### src/rtl/ysyx_23060332_mc_ctrl.sv
// Multi-cycle core sequencer: owns the PC and steps fetch/exec/mem/commit over valid/ready handshakes.
// Optional cycle/instret counters are built only when YSYX_23060332_PERF_CNT_EN is defined.
module ysyx_23060332_mc_ctrl #(
   parameter int              XLEN           = 64,
   parameter logic [XLEN-1:0] RESET_PC       = XLEN'(64'h8000_0000),
   parameter int              TIMEOUT_CYCLES = 255
) (
   input  logic            clk,
   input  logic            rst,
   output logic            ifu_req_valid,
   input  logic            ifu_req_ready,
   output logic [XLEN-1:0] ifu_addr,
   input  logic            ifu_rsp_valid,
   output logic            ifu_rsp_ready,
   input  logic [31:0]     ifu_rsp_inst,
   output logic [31:0]     inst_o,
   output logic [XLEN-1:0] inst_addr_o,
   input  logic            exu_jump_en,
   input  logic [XLEN-1:0] exu_jump_addr,
   input  logic            exu_is_load,
   input  logic            exu_is_store,
   input  logic            exu_reg_wen,
   input  logic            ebreak_i,
   output logic            lsu_req_valid,
   input  logic            lsu_req_ready,
   input  logic            lsu_rsp_valid,
   output logic            reg_wen_o,
   output logic            commit,
   output logic [XLEN-1:0] pc_o,
   output logic            halted,
   output logic            timeout_err,
   output logic [63:0]     perf_cycle,
   output logic [63:0]     perf_instret
);

   localparam int WD_W = $clog2(TIMEOUT_CYCLES + 1);

   typedef enum logic [2:0] {
      IDLE, FETCH_REQ, FETCH_WAIT, EXEC, MEM_REQ, MEM_WAIT, HALT
   } state_t;

   state_t          state;
   logic [WD_W-1:0] wd;
   logic            is_mem;
   logic            waiting;
   logic            handshake;
   logic            expire;
   logic            exec_commit;
   logic            mem_commit;
   logic [XLEN-1:0] pc_next;

   assign is_mem    = exu_is_load | exu_is_store;
   assign waiting   = (state == FETCH_REQ) || (state == FETCH_WAIT) ||
                      (state == MEM_REQ)   || (state == MEM_WAIT);
   assign handshake = ((state == FETCH_REQ)  && ifu_req_ready) ||
                      ((state == FETCH_WAIT) && ifu_rsp_valid) ||
                      ((state == MEM_REQ)    && lsu_req_ready) ||
                      ((state == MEM_WAIT)   && lsu_rsp_valid);
   // A handshake in the expiry cycle wins, so the watchdog only fires on a genuinely idle cycle.
   assign expire    = waiting && !handshake && (wd == WD_W'(TIMEOUT_CYCLES - 1));

   assign exec_commit = (state == EXEC) && (ebreak_i || !is_mem);
   assign mem_commit  = (state == MEM_WAIT) && lsu_rsp_valid;

   // Jump targets are forced halfword-aligned; bit 1 passes through untrapped.
   assign pc_next = exu_jump_en ? (exu_jump_addr & ~XLEN'(1)) : (pc_o + XLEN'(4));

   assign ifu_req_valid = (state == FETCH_REQ);
   assign ifu_rsp_ready = (state == FETCH_WAIT);
   assign lsu_req_valid = (state == MEM_REQ);
   assign halted        = (state == HALT);
   assign ifu_addr      = pc_o;

   assign commit    = !rst && (exec_commit || mem_commit);
   assign reg_wen_o = !rst && ((exec_commit && !ebreak_i && exu_reg_wen) ||
                               (mem_commit && exu_reg_wen && exu_is_load));

   always_ff @(posedge clk) begin
      if (rst) begin
         state       <= IDLE;
         pc_o        <= RESET_PC;
         inst_o      <= '0;
         inst_addr_o <= RESET_PC;
         timeout_err <= 1'b0;
         wd          <= '0;
      end else begin
         wd <= (waiting && !handshake) ? wd + WD_W'(1) : '0;
         if (expire) begin
            timeout_err <= 1'b1;
            state       <= HALT;
            wd          <= '0;
         end else begin
            case (state)
               IDLE:       state <= FETCH_REQ;
               FETCH_REQ:  if (ifu_req_ready) state <= FETCH_WAIT;
               FETCH_WAIT: if (ifu_rsp_valid) begin
                  inst_o      <= ifu_rsp_inst;
                  inst_addr_o <= pc_o;
                  state       <= EXEC;
               end
               EXEC: begin
                  if (ebreak_i) begin
                     state <= HALT;
                  end else if (is_mem) begin
                     state <= MEM_REQ;
                  end else begin
                     pc_o  <= pc_next;
                     state <= FETCH_REQ;
                  end
               end
               MEM_REQ:    if (lsu_req_ready) state <= MEM_WAIT;
               MEM_WAIT:   if (lsu_rsp_valid) begin
                  pc_o  <= pc_next;
                  state <= FETCH_REQ;
               end
               HALT:       state <= HALT;
               default:    state <= HALT;
            endcase
         end
      end
   end

`ifdef YSYX_23060332_PERF_CNT_EN
   logic [63:0] cyc_cnt;
   logic [63:0] ret_cnt;

   always_ff @(posedge clk) begin
      if (rst) begin
         cyc_cnt <= '0;
         ret_cnt <= '0;
      end else begin
         if (state != HALT) cyc_cnt <= cyc_cnt + 64'd1;
         if (commit)        ret_cnt <= ret_cnt + 64'd1;
      end
   end

   assign perf_cycle   = cyc_cnt;
   assign perf_instret = ret_cnt;
`else
   assign perf_cycle   = '0;
   assign perf_instret = '0;
`endif

endmodule
### config.mk
export PLATFORM = sky130hd
export DESIGN_NAME = ysyx_23060332_mc_ctrl
export DESIGN_NICKNAME = d
export VERILOG_FILES = /design/src/rtl/ysyx_23060332_mc_ctrl.sv
export SDC_FILE = /design/constraint.sdc
export NUM_CORES = 1
export LEC_CHECK = 0
export CAP_MARGIN = 10
export CELL_PAD_IN_SITES_DETAIL_PLACEMENT = 1
export CELL_PAD_IN_SITES_GLOBAL_PLACEMENT = 2
export CORE_AREA = 2 2 183 185
export CTS_CLUSTER_DIAMETER = 40
export DETAILED_ROUTE_END_ITERATION = 8
export DIE_AREA = 0 0 185 187
export DONT_BUFFER_PORTS = 1
export GPL_ROUTABILITY_DRIVEN = 1
export GPL_TIMING_DRIVEN = 0
export MAX_ROUTING_LAYER = met4
export PLACE_DENSITY_LB_ADDON = 0.1
export SYNTH_ARGS = -nofsm -noshare
export SYNTH_HDL_FRONTEND = slang
export SYNTH_SLANG_ARGS = --single-unit
### constraint.sdc
create_clock -name clk -period 3.4 [get_ports clk]
set_input_delay 0.34 -clock clk [delete_from_list [all_inputs] [get_ports clk]]
set_output_delay 0.34 -clock clk [all_outputs]
set_load 0.02 [all_outputs]
==> impl_metrics.env <==
export IMPL_reg2regPathDepth=7
export IMPL_first_pass_iters=8
export IMPL_place_congestion=0.840
export IMPL_clk_pin_slew_ns=0.07
export IMPL_yosys_cell_types_count=72
export IMPL_hold_violations=0
export IMPL_endpoint_kind="register"
export IMPL_hpwl_um=31900
export IMPL_critical_path_class="reg -> reg"
export IMPL_setup_viol=0
export IMPL_synth_area_leaders="dfxtp_1 (35%), buf_4 (15%), nand2_1 (10%)"
export IMPL_crit_required_ns=3.76
export IMPL_die_area_um2=34600
export IMPL_antenna_found_initial=8
export IMPL_worstSetupEndpoint="ifu_addr[25]$_SDFFE_PP0P_"
export IMPL_core_um2=32900
export IMPL_cts_buffers=17
export IMPL_clock_sinks=170
export IMPL_ios=466
export IMPL_final_common_cell="nand2_1"
export IMPL_finalCritPeriodShare=0.973
export IMPL_path_buf_inv=3
export IMPL_async_reset_ff_frac=0
export IMPL_yosysTopAreaCellShare=0.349
export IMPL_drt_wl_total_um=42400
export IMPL_area_growth_syn_to_layout_pct=17.0
export IMPL_worst_slew_pin_slew_ns=1.16
export IMPL_overflow=0
export IMPL_startpoint_type="register"
export IMPL_first_global_vias=9542
export IMPL_die_h_um=187
export IMPL_critPathLaunch="state[0]$_SDFFE_PP0P_"
export IMPL_grt_pass1_wl_um=61600
export IMPL_ys_flop_type="dfxtp_1"
export IMPL_postSynthCellCount=1300
export IMPL_finalWorstPathRequiredPeriod_ns=3.31
export IMPL_cp_data_arrival_time_ns=3.67
export IMPL_dr_max_layer_used="met4"
export IMPL_wl_per_cell_um=22.1
export IMPL_cts_tree="yes"
export IMPL_grt_start_max_net_pins=17
export IMPL_yosysWarnings=0
export IMPL_fin_nets=1560
export IMPL_finalSetupTns_ns=0
export IMPL_drtIter0Drc=613
export IMPL_synth_seq_cells=170
export IMPL_cts_repair_resize_count=0
export IMPL_clkPwrFrac=0.360
export IMPL_cts_path_max_buffers=2
export IMPL_start_util=0.297
export IMPL_crit_family="buffers and inverters"
export IMPL_final_cell_mix="nand2_1 (259), buf_4 (194), dfxtp_1 (170), a21oi_1 (144), conb_1 (131)"
export IMPL_rr_endpoint="ifu_addr[25]$_SDFFE_PP0P_"
export IMPL_p_sw_mw=1.95
export IMPL_die_x_um=185
export IMPL_viasPerCell=5.07
export IMPL_critical_path_cell_count=7
export IMPL_powerDensity_nw_per_um2=486
export IMPL_seqPwrFrac=0.429
export IMPL_vias=9730
export IMPL_max_freq_ghz=0.302
export IMPL_synth_top_area_cell="dfxtp_1"
export IMPL_route_detailed_drc=0
export IMPL_worstHoldPathType="in -> reg"
export IMPL_synth_edf_count=0
export IMPL_root_buffer="clkbuf_16"
export IMPL_insertion_delay_ns=0.45
export IMPL_portBuffers=0
export IMPL_grt_usage=0.246
export IMPL_layout_cells_non_filler=1918
export IMPL_crit_top_cell="clkbuf_1"
export IMPL_syn_cell_area_um2=9750
export IMPL_status="finished, final reports clean"
export IMPL_dpl_cell_area_um2=10800
export IMPL_rows=67
export IMPL_cp_max_fo=10
export IMPL_drive_gt1_frac=0.172
export IMPL_slowest_delay_ns=0.75
export IMPL_met2WireLength_um=20200
export IMPL_max_vdd_ir_drop_uv=324
export IMPL_final_max_slew_viol_count=0
export IMPL_p_sw_frac=0.351
export IMPL_antenna_left=0
export IMPL_h_tree_depth=4
export IMPL_seq_area_frac_synth=0.349
export IMPL_post_cts_buffers=0
export IMPL_n_fill_cell=4126
export IMPL_slowest_stage="o21ai_1"
export IMPL_place_inst=1878
export IMPL_critical_path_cell_chain="clkbuf_1, nand3b_1, o21ai_1, clkbuf_1, buf_1, nand2_1, a21oi_1"
export IMPL_design_area_um2=11400
export IMPL_fin_worst_skew_ns=0.0140
export IMPL_p_int_mw=3.60
export IMPL_r2r_slack_ns=0.09
export IMPL_drt_met1_wl_um=17300
export IMPL_syn_avg_cell_area_um2=7.50
export IMPL_combPwrFrac=0.211
export IMPL_p_leak_nw=4.37
export IMPL_relSlewSlack=0.218
export IMPL_rr_startpoint="state[0]$_SDFFE_PP0P_"
export IMPL_cts_hold_fix_buffers=0
export IMPL_rsz0062_at_grt="false"
export IMPL_maxCapViolCount=0
export IMPL_met3_length_um=3610
==> per-stage QoR <==
step | util | setup slack [ns] | total power, mW | hold WS (ns)
2_1_floorplan | - | 1.09 | 3.24 | 0.430
3_3_place_gp | 0.329 | 0.171 | 3.57 | 0.447
3_5_place_dp | 0.329 | 0.187 | 3.58 | 0.461
4_1_cts | 0.346 | 0.221 | 5.60 | 0.0120
5_1_grt | 0.347 | 0.00594 | 5.79 | 0.0196
6_report | 0.347 | 0.0904 | 5.55 | 0.0261
==> cell usage after synthesis, types with 8 or more instances <==
cell      instances
a31oi_1          25
a21oi_1         144
and4_1           13
nor3_1           26
nand4_1          21
o21ai_0          36
o31ai_1           8
buf_4           194
nand2_1         259
clkbuf_1         72
and3_1           28
a22oi_1           8
dfxtp_1         170
or3_1             8
buf_2            11
nor4_1           16
nor2_1           54
inv_1            12
nand3_1          44
buf_1             9
==> registers in the layout (all words and copies together), names as in the netlist <==
signal and flops:
ifu_addr 63, timeout_err 1, inst_addr_o 63, wd 8, state 3, inst_o 32
==> routing by layer <==
metal,up-vias,global-route usage
li1,4542,-
met1,4675,0.298
met2,450,0.393
met3,63,0.0598
met4,0,0.0962
met5,-,-
==> cell families (layout without fill, tap and decap cells) <==
kind of cell               Yosys count  after routing  synth area share
and+or+nand+nor                    515            515             0.255
buffers and inverters              301            333             0.192
AOI/OAI and AO/OA                  297            297             0.187
DFF                                170            170             0.349
muxes                                7              7           0.00718
xor gates and xnor gates             6              6           0.00539
adders and majority gates            3              3           0.00385
other                                1            139          0.000384
==> power by group through the flow <==
| stage | clock network, mW | logic (mW) | registers [mW] |
|---|---|---|---|
| CTS | 2.06 | 1.16 | 2.38 |
| global placement | 0 | 1.15 | 2.43 |
| detailed placement | 0 | 1.15 | 2.43 |
| global route | 2.13 | 1.26 | 2.40 |
| finish | 2.00 | 1.17 | 2.38 |
| floorplan | 0 | 0.900 | 2.34 |
==> cell type report <==
| type | instances | area [µm²] | share of cell area |
|---|---|---|---|
| antenna | 8 | 20.0 | 0.00175 |
| timing repair buffer | 1 | 11.3 | 0.000987 |
| buffer | 288 | 1830 | 0.160 |
| tap | 448 | 561 | 0.0491 |
| clock inverter | 10 | 116 | 0.0102 |
| sequential | 170 | 3400 | 0.298 |
| clock buffer | 21 | 460 | 0.0404 |
| inverter | 13 | 48.8 | 0.00428 |
| multi-input combinational | 959 | 4960 | 0.435 |
==> worst min path at each step <==
stage | slack [ns] | cells after the start | endpoint | from
after floorplan | 0.43 | 1 | wd[0]$_SDFF_PP0_ | wd[0]$_SDFF_PP0_
after global placement | 0.45 | 1 | wd[0]$_SDFF_PP0_ | wd[0]$_SDFF_PP0_
after detailed placement | 0.46 | 1 | wd[0]$_SDFF_PP0_ | wd[0]$_SDFF_PP0_
after CTS | 0.01 | 2 | inst_o[12]$_SDFFE_PP0P_ | ifu_rsp_inst[12]
after global routing | 0.02 | 2 | inst_o[3]$_SDFFE_PP0P_ | ifu_rsp_inst[3]
final | 0.03 | 2 | inst_o[12]$_SDFFE_PP0P_ | ifu_rsp_inst[12]
Power figures use the tool's default switching activity.
